`config.mk`:
```
export PLATFORM = sky130hd
export DESIGN_NAME = piece_ctrl
export DESIGN_NICKNAME = d
export VERILOG_FILES = /design/src/rtl/piece_ctrl_pkg.sv /design/src/rtl/piece_ctrl_gen.sv /design/src/rtl/piece_ctrl.sv
export SDC_FILE = /design/constraint.sdc
export NUM_CORES = 1
export LEC_CHECK = 0
export ABC_AREA = 0
export CORE_MARGIN = 4
export CORE_UTILIZATION = 32
export DETAILED_ROUTE_END_ITERATION = 12
export PLACE_DENSITY_LB_ADDON = 0.2
export SYNTH_ARGS = -nofsm -noshare
export SYNTH_HDL_FRONTEND = slang
export SYNTH_SLANG_ARGS = --single-unit
```
`constraint.sdc`:
```
create_clock -name clk -period 1.9 [get_ports clk]
set_input_delay 0.38 -clock clk [delete_from_list [all_inputs] [get_ports clk]]
set_output_delay 0.38 -clock clk [all_outputs]
set_load 0.1 [all_outputs]
```
`src/rtl/piece_ctrl_pkg.sv`:
```
// Shared definitions for the falling-piece controller: piece encodings,
// board width, spawn defaults and the controller state enum.
package piece_ctrl_pkg;

   typedef enum logic [2:0] {
      PC_I = 3'd0,
      PC_J = 3'd1,
      PC_L = 3'd2,
      PC_O = 3'd3,
      PC_S = 3'd4,
      PC_T = 3'd5,
      PC_Z = 3'd6
   } piece_e;

   localparam int unsigned BOARD_W         = 10;
   localparam int unsigned SPAWN_X_DEF     = BOARD_W / 2 - 2;
   localparam int unsigned SPAWN_Y_DEF     = 0;
   localparam logic [7:0]  LFSR_SEED_DEF   = 8'hA5;
   localparam int unsigned REF_TIMEOUT_DEF = 255;

   typedef enum logic [2:0] {
      ST_SPAWN    = 3'd0,
      ST_CHECK    = 3'd1,
      ST_FALL     = 3'd2,
      ST_LOCK     = 3'd3,
      ST_WAIT_REF = 3'd4,
      ST_GAMEOVER = 3'd5
   } state_e;

   // Raw value 7 has no piece, so it folds onto the I piece.
   function automatic logic [2:0] map_candidate(input logic [2:0] raw);
      return (raw == 3'd7) ? 3'd0 : raw;
   endfunction

endpackage

```
`src/rtl/piece_ctrl_gen.sv`:
```
// Next-piece generator: free-running 8-bit Fibonacci LFSR (taps 8,6,5,4)
// whose low three bits are folded onto the seven piece types.
module piece_ctrl_gen
   import piece_ctrl_pkg::*;
#(
   parameter logic [7:0] SEED = LFSR_SEED_DEF
) (
   input  logic       clk,
   input  logic       rstn,
   output logic [2:0] cand_o
);

   logic [7:0] lfsr_q;
   logic [7:0] lfsr_d;

   always_comb begin
      lfsr_d = {lfsr_q[6:0], lfsr_q[7] ^ lfsr_q[5] ^ lfsr_q[4] ^ lfsr_q[3]};
   end

   always_ff @(posedge clk) begin
      if (!rstn) begin
         lfsr_q <= SEED;
      end else begin
         lfsr_q <= lfsr_d;
      end
   end

   assign cand_o = map_candidate(lfsr_q[2:0]);

endmodule

```
`src/rtl/piece_ctrl.sv`:
```
// Falling-piece controller: spawns pieces, applies moves and gravity gated by
// the board's enable flags, and hands locked pieces to the board for commit.
module piece_ctrl
   import piece_ctrl_pkg::*;
#(
   parameter int unsigned SPAWN_X     = SPAWN_X_DEF,
   parameter int unsigned SPAWN_Y     = SPAWN_Y_DEF,
   parameter logic [7:0]  LFSR_SEED   = LFSR_SEED_DEF,
   parameter int unsigned REF_TIMEOUT = REF_TIMEOUT_DEF
) (
   input  logic        clk,
   input  logic        rstn,
   input  logic        mv_left_i,
   input  logic        mv_right_i,
   input  logic        mv_rot_i,
   input  logic        mv_down_i,
   input  logic        tick_i,
   input  logic        el_i,
   input  logic        er_i,
   input  logic        eu_i,
   input  logic        ed_i,
   input  logic        overflow_i,
   input  logic        refresh_done_i,
   output logic [4:0]  x_o,
   output logic [4:0]  y_o,
   output logic [2:0]  type_o,
   output logic [1:0]  dir_o,
   output logic [2:0]  next_type_o,
   output logic        refresh_o,
   output logic        active_o,
   output logic        game_over_o,
   output logic        ref_err_o,
   output logic [15:0] pieces_o,
   output logic [2:0]  state_o
);

   localparam logic [15:0] TIMEOUT_LAST = 16'(REF_TIMEOUT - 1);

   state_e      state_q, state_d;
   logic [4:0]  x_q, x_d;
   logic [4:0]  y_q, y_d;
   logic [2:0]  type_q, type_d;
   logic [1:0]  dir_q, dir_d;
   logic [2:0]  next_q, next_d;
   logic [15:0] pieces_q, pieces_d;
   logic [15:0] wcnt_q, wcnt_d;
   logic        err_q, err_d;
   logic [2:0]  cand;

   piece_ctrl_gen #(.SEED(LFSR_SEED)) u_gen (
      .clk    (clk),
      .rstn   (rstn),
      .cand_o (cand)
   );

   // Commit handshake: refresh_o pulses for the single LOCK cycle; the board
   // answers with a one-cycle refresh_done_i, honoured only in WAIT_REF.
   always_comb begin
      state_d  = state_q;
      x_d      = x_q;
      y_d      = y_q;
      type_d   = type_q;
      dir_d    = dir_q;
      next_d   = next_q;
      pieces_d = pieces_q;
      wcnt_d   = wcnt_q;
      err_d    = err_q;
      case (state_q)
         ST_SPAWN: begin
            x_d     = 5'(SPAWN_X);
            y_d     = 5'(SPAWN_Y);
            dir_d   = 2'd0;
            type_d  = next_q;
            next_d  = cand;
            state_d = ST_CHECK;
         end
         ST_CHECK: begin
            state_d = overflow_i ? ST_GAMEOVER : ST_FALL;
         end
         ST_FALL: begin
            // One action per cycle; lower-priority pulses are dropped.
            if (tick_i || mv_down_i) begin
               if (ed_i) begin
                  y_d = y_q + 5'd1;
               end else begin
                  state_d = ST_LOCK;
               end
            end else if (mv_rot_i) begin
               if (eu_i) dir_d = dir_q + 2'd1;
            end else if (mv_left_i) begin
               if (el_i) x_d = x_q - 5'd1;
            end else if (mv_right_i) begin
               if (er_i) x_d = x_q + 5'd1;
            end
         end
         ST_LOCK: begin
            if (pieces_q != 16'hFFFF) pieces_d = pieces_q + 16'd1;
            wcnt_d  = 16'd0;
            state_d = ST_WAIT_REF;
         end
         ST_WAIT_REF: begin
            if (refresh_done_i) begin
               state_d = ST_SPAWN;
            end else if (wcnt_q == TIMEOUT_LAST) begin
               err_d   = 1'b1;
               state_d = ST_SPAWN;
            end else begin
               wcnt_d = wcnt_q + 16'd1;
            end
         end
         ST_GAMEOVER: begin
            state_d = ST_GAMEOVER;
         end
         default: begin
            state_d = ST_SPAWN;
         end
      endcase
   end

   always_ff @(posedge clk) begin
      if (!rstn) begin
         state_q  <= ST_SPAWN;
         x_q      <= 5'(SPAWN_X);
         y_q      <= 5'(SPAWN_Y);
         type_q   <= 3'd0;
         dir_q    <= 2'd0;
         next_q   <= 3'd0;
         pieces_q <= 16'd0;
         wcnt_q   <= 16'd0;
         err_q    <= 1'b0;
      end else begin
         state_q  <= state_d;
         x_q      <= x_d;
         y_q      <= y_d;
         type_q   <= type_d;
         dir_q    <= dir_d;
         next_q   <= next_d;
         pieces_q <= pieces_d;
         wcnt_q   <= wcnt_d;
         err_q    <= err_d;
      end
   end

   assign x_o         = x_q;
   assign y_o         = y_q;
   assign type_o      = type_q;
   assign dir_o       = dir_q;
   assign next_type_o = next_q;
   assign pieces_o    = pieces_q;
   assign ref_err_o   = err_q;
   assign refresh_o   = (state_q == ST_LOCK);
   assign active_o    = (state_q == ST_FALL);
   assign game_over_o = (state_q == ST_GAMEOVER);
   assign state_o     = state_q;

endmodule

```
==> run metrics <==
startpoint types register; Layout Nets 459; simple-gate share of the synthesized area 30.69%; detailed placement HPWL 5430 µm; Gate Count Post-Synth 351; Worst Skew 0.008330 ns; Setup WS pre-CTS -0.4030 ns; Die ar. 0.01087 mm²; Worst setup EP type output port; power per cell area 740.4 mW/mm²; cell row count 34; Tmin final 1.816 ns; most common cell in the netlist dfxtp_1; routed vias/inst 5.073; worst hold-check path type register to register; outcome finished, final reports clean; Initial DRC Count 90; sw power 953.6 µW; Max Cap Viol 0; die extent in y 104.2 µm; vias in the first global route 2675; core area 0.008848 mm²; WHS 0.4126 ns; grt ovf 0; # DRC 0; Top delay family on crit path buffers and inverters; relative slew slack 62.16%; Die X 104.2 µm; IO Count 54; Synth Area in Adders 3.630%; share of power burned in registers 41.3%; setup ws final 0.08388 ns; synth unique cells 50; n_diodes 0; Worst-Skew Late Latency 0.34 ns; Syn-to-layout area delta 51.96%; WL final 7448 µm; CTS Sinks 62; P_leak 0.001784 µW; sum of negative setup slack 0 ns; Final Setup Violations 0; DRT Pass-1 Iters 5; synth cell count leaders dfxtp_1, nor2_1, nand2_1, nand3_1, a21oi_1; Post-Syn Nets 372; largest family of logic cells by synthesized area simple AND/OR/NAND/NOR gates; Synth Area in Compound Gates 12.45%; CP bufs+invs 3; initial antenna violation count 0; GR Util All Layers 14.17%; root buf cell clkbuf_8; FF+latch count, synth 62; CTS tree done; Clock Power Share 39.6%; Synth area leaders dfxtp_1, xor2_1, nor2_1; via total after detailed routing 2795; max-slew violations 0; Antenna Nets Post-Route 0; final count of hold timing violations 0; CTS buffer count 9; Synth Area in XOR/XNOR 7.978%; Worst Max-Slew Pin Slew 0.5638 ns; Max FO, Critical Path 7; first-pass GRT wire length 12700 µm; Fmax 0.5506 GHz; Slowest cell on crit path dfxtp_4; routed wire length per instance 13.52 µm; fillers 842; WS Path Type register to output port; Internal Power 2382 µW; Synth Flop Type dfxtp_1; Post-synth EDFFs 0; Critical Path AT 1.44 ns; RSZ-0062 raised after global routing false; post-synthesis sequential area ratio 41.87%; top cell type's share of synthesized area 41.87%; period utilisation layout 95.59%; share of cells above drive strength 1 30.93%; Logic pwr share 19.1%; Design Power 3335 µW; Initial Utilization 33.50%; Mean Syn Cell Area 8.445 µm²; crit-path cells buf_4 > inv_1 > nor3b_4 > buf_12; final RePlAce weighted congestion 0.8355; sw frac 28.59%; max incr delay on CP 0.39 ns; H-tree Lvls 3; clock buffer depth 2; worst vdd ir 0.0004472 V; Cell Area, Synth 0.002964 mm²; Yosys top cell by area dfxtp_1; Synth Warn # 0; clock-pin transition on the worst setup and hold timing paths 0.06 ns; post-synthesis async set-or-reset flop share 0%; pin count of the biggest net entering global routing 17; post-synthesis mux area share 0.6754%; CP required 1.52 ns; port bufs 53
## through the flow
stage / instances / instance area, µm² / util (%)
CTS: 544 / 4413 / 49.87
floorplan: 351 / 3070 / -
global route: 551 / 4504 / 50.91
detailed placement: 528 / 4172 / 47.14
finish: 551 / 4504 / 50.91
global placement: 528 / 4172 / 47.14
## cell families (layout without fill, tap and decap cells)
kind of cell / Yosys count / in the layout
muxes: 2 / 2
AOI/OAI and AO/OA: 59 / 59
DFF: 62 / 62
buffers and inverters: 20 / 112
and+or+nand+nor: 173 / 173
xor gates and xnor gates: 27 / 27
adders and majority gates: 8 / 8
## layer usage
metal	global-route usage, %	share of wire, %	up-vias
met5	0	0	-
met4	4.084	1.1	0
met3	4.842	4.8	7
met2	22.14	46	50
met1	18.55	48	1310
li1	-	-	1428
## power by group through the flow
stage	clock network [µW]	registers [µW]	logic (µW)
final	1320	1380	638
after global routing	1420	1380	680
after CTS	1360	1380	626
after detailed placement	0	1410	622
after global placement	0	1410	620
after floorplan	0	1580	228
## repair_timing
| item | 4_1_cts | 5_1_grt |
|---|---|---|
| resized for setup | 2 | 8 |
| pin swaps | 0 | 3 |
| hold buffers | 0 | 0 |
| setup buffers | 0 | 7 |
| setup endpoints to repair | 1 | 13 |
## cell usage in the layout (no fill, tap or decap), types with 3 or more instances in the layout
cell	n
nor2_1	41
buf_4	43
nand3_1	28
clkdlybuf4s50_1	11
dfxtp_1	39
buf_12	32
nand4_1	13
o31ai_1	3
o41ai_1	4
nor3_1	7
xnor2_1	6
xor2_1	21
and4_1	4
dfxtp_4	10
ha_1	7
a31oi_1	4
inv_1	5
a21oi_2	4
or3_1	5
dfxtp_2	13
nand2_1	35
a21o_1	3
clkbuf_8	14
a21oi_1	18
and2_1	8
and3_1	5
o21ai_0	10
nor2_2	3
nand2b_1	5
a211oi_1	3
## worst reg2reg max path, cell delays in order, from the launching register on
cell	delay [ns]
dfxtp_1	0.33
inv_1	0.06
ha_1	0.20
and4b_1	0.17
nand4_1	0.23
buf_4	0.18
or3b_1	0.35
xor2_1	0.13
nor2_1	0.05
## layout make-up
type                    count  area (µm²)  share of cell area [%]
well taps                 108       135.1                   3.000
repair buffers             87        1082                   24.03
clock buffers              16       242.7                   5.389
inverters                   9       42.54                  0.9444
multi-input cells         269        1707                   37.89
flip-flops and latches     62        1295                   28.75
## flip-flops by register name, indices dropped and copies added, names as in the netlist
name	flops
x_o	5
wcnt_q	16
type_o	3
u_gen.lfsr_q	8
state_o	3
pieces_o	16
ref_err_o	1
dir_o	2
next_type_o	3
y_o	5
## path summary, 6_finish.rpt
path	end	slack, ns	from	depth (start not counted)
max	game_over_o	0.08	state_o[0]$_SDFFE_PN0P_	4
min	u_gen.lfsr_q[7]$_SDFF_PN1_	0.41	u_gen.lfsr_q[6]$_SDFF_PN0_	1
max reg2reg	wcnt_q[4]$_SDFFE_PN0P_	0.10	wcnt_q[0]$_SDFFE_PN0P_	8
min reg2reg	u_gen.lfsr_q[7]$_SDFF_PN1_	0.41	u_gen.lfsr_q[6]$_SDFF_PN0_	1
Power figures use the tool's default switching activity.
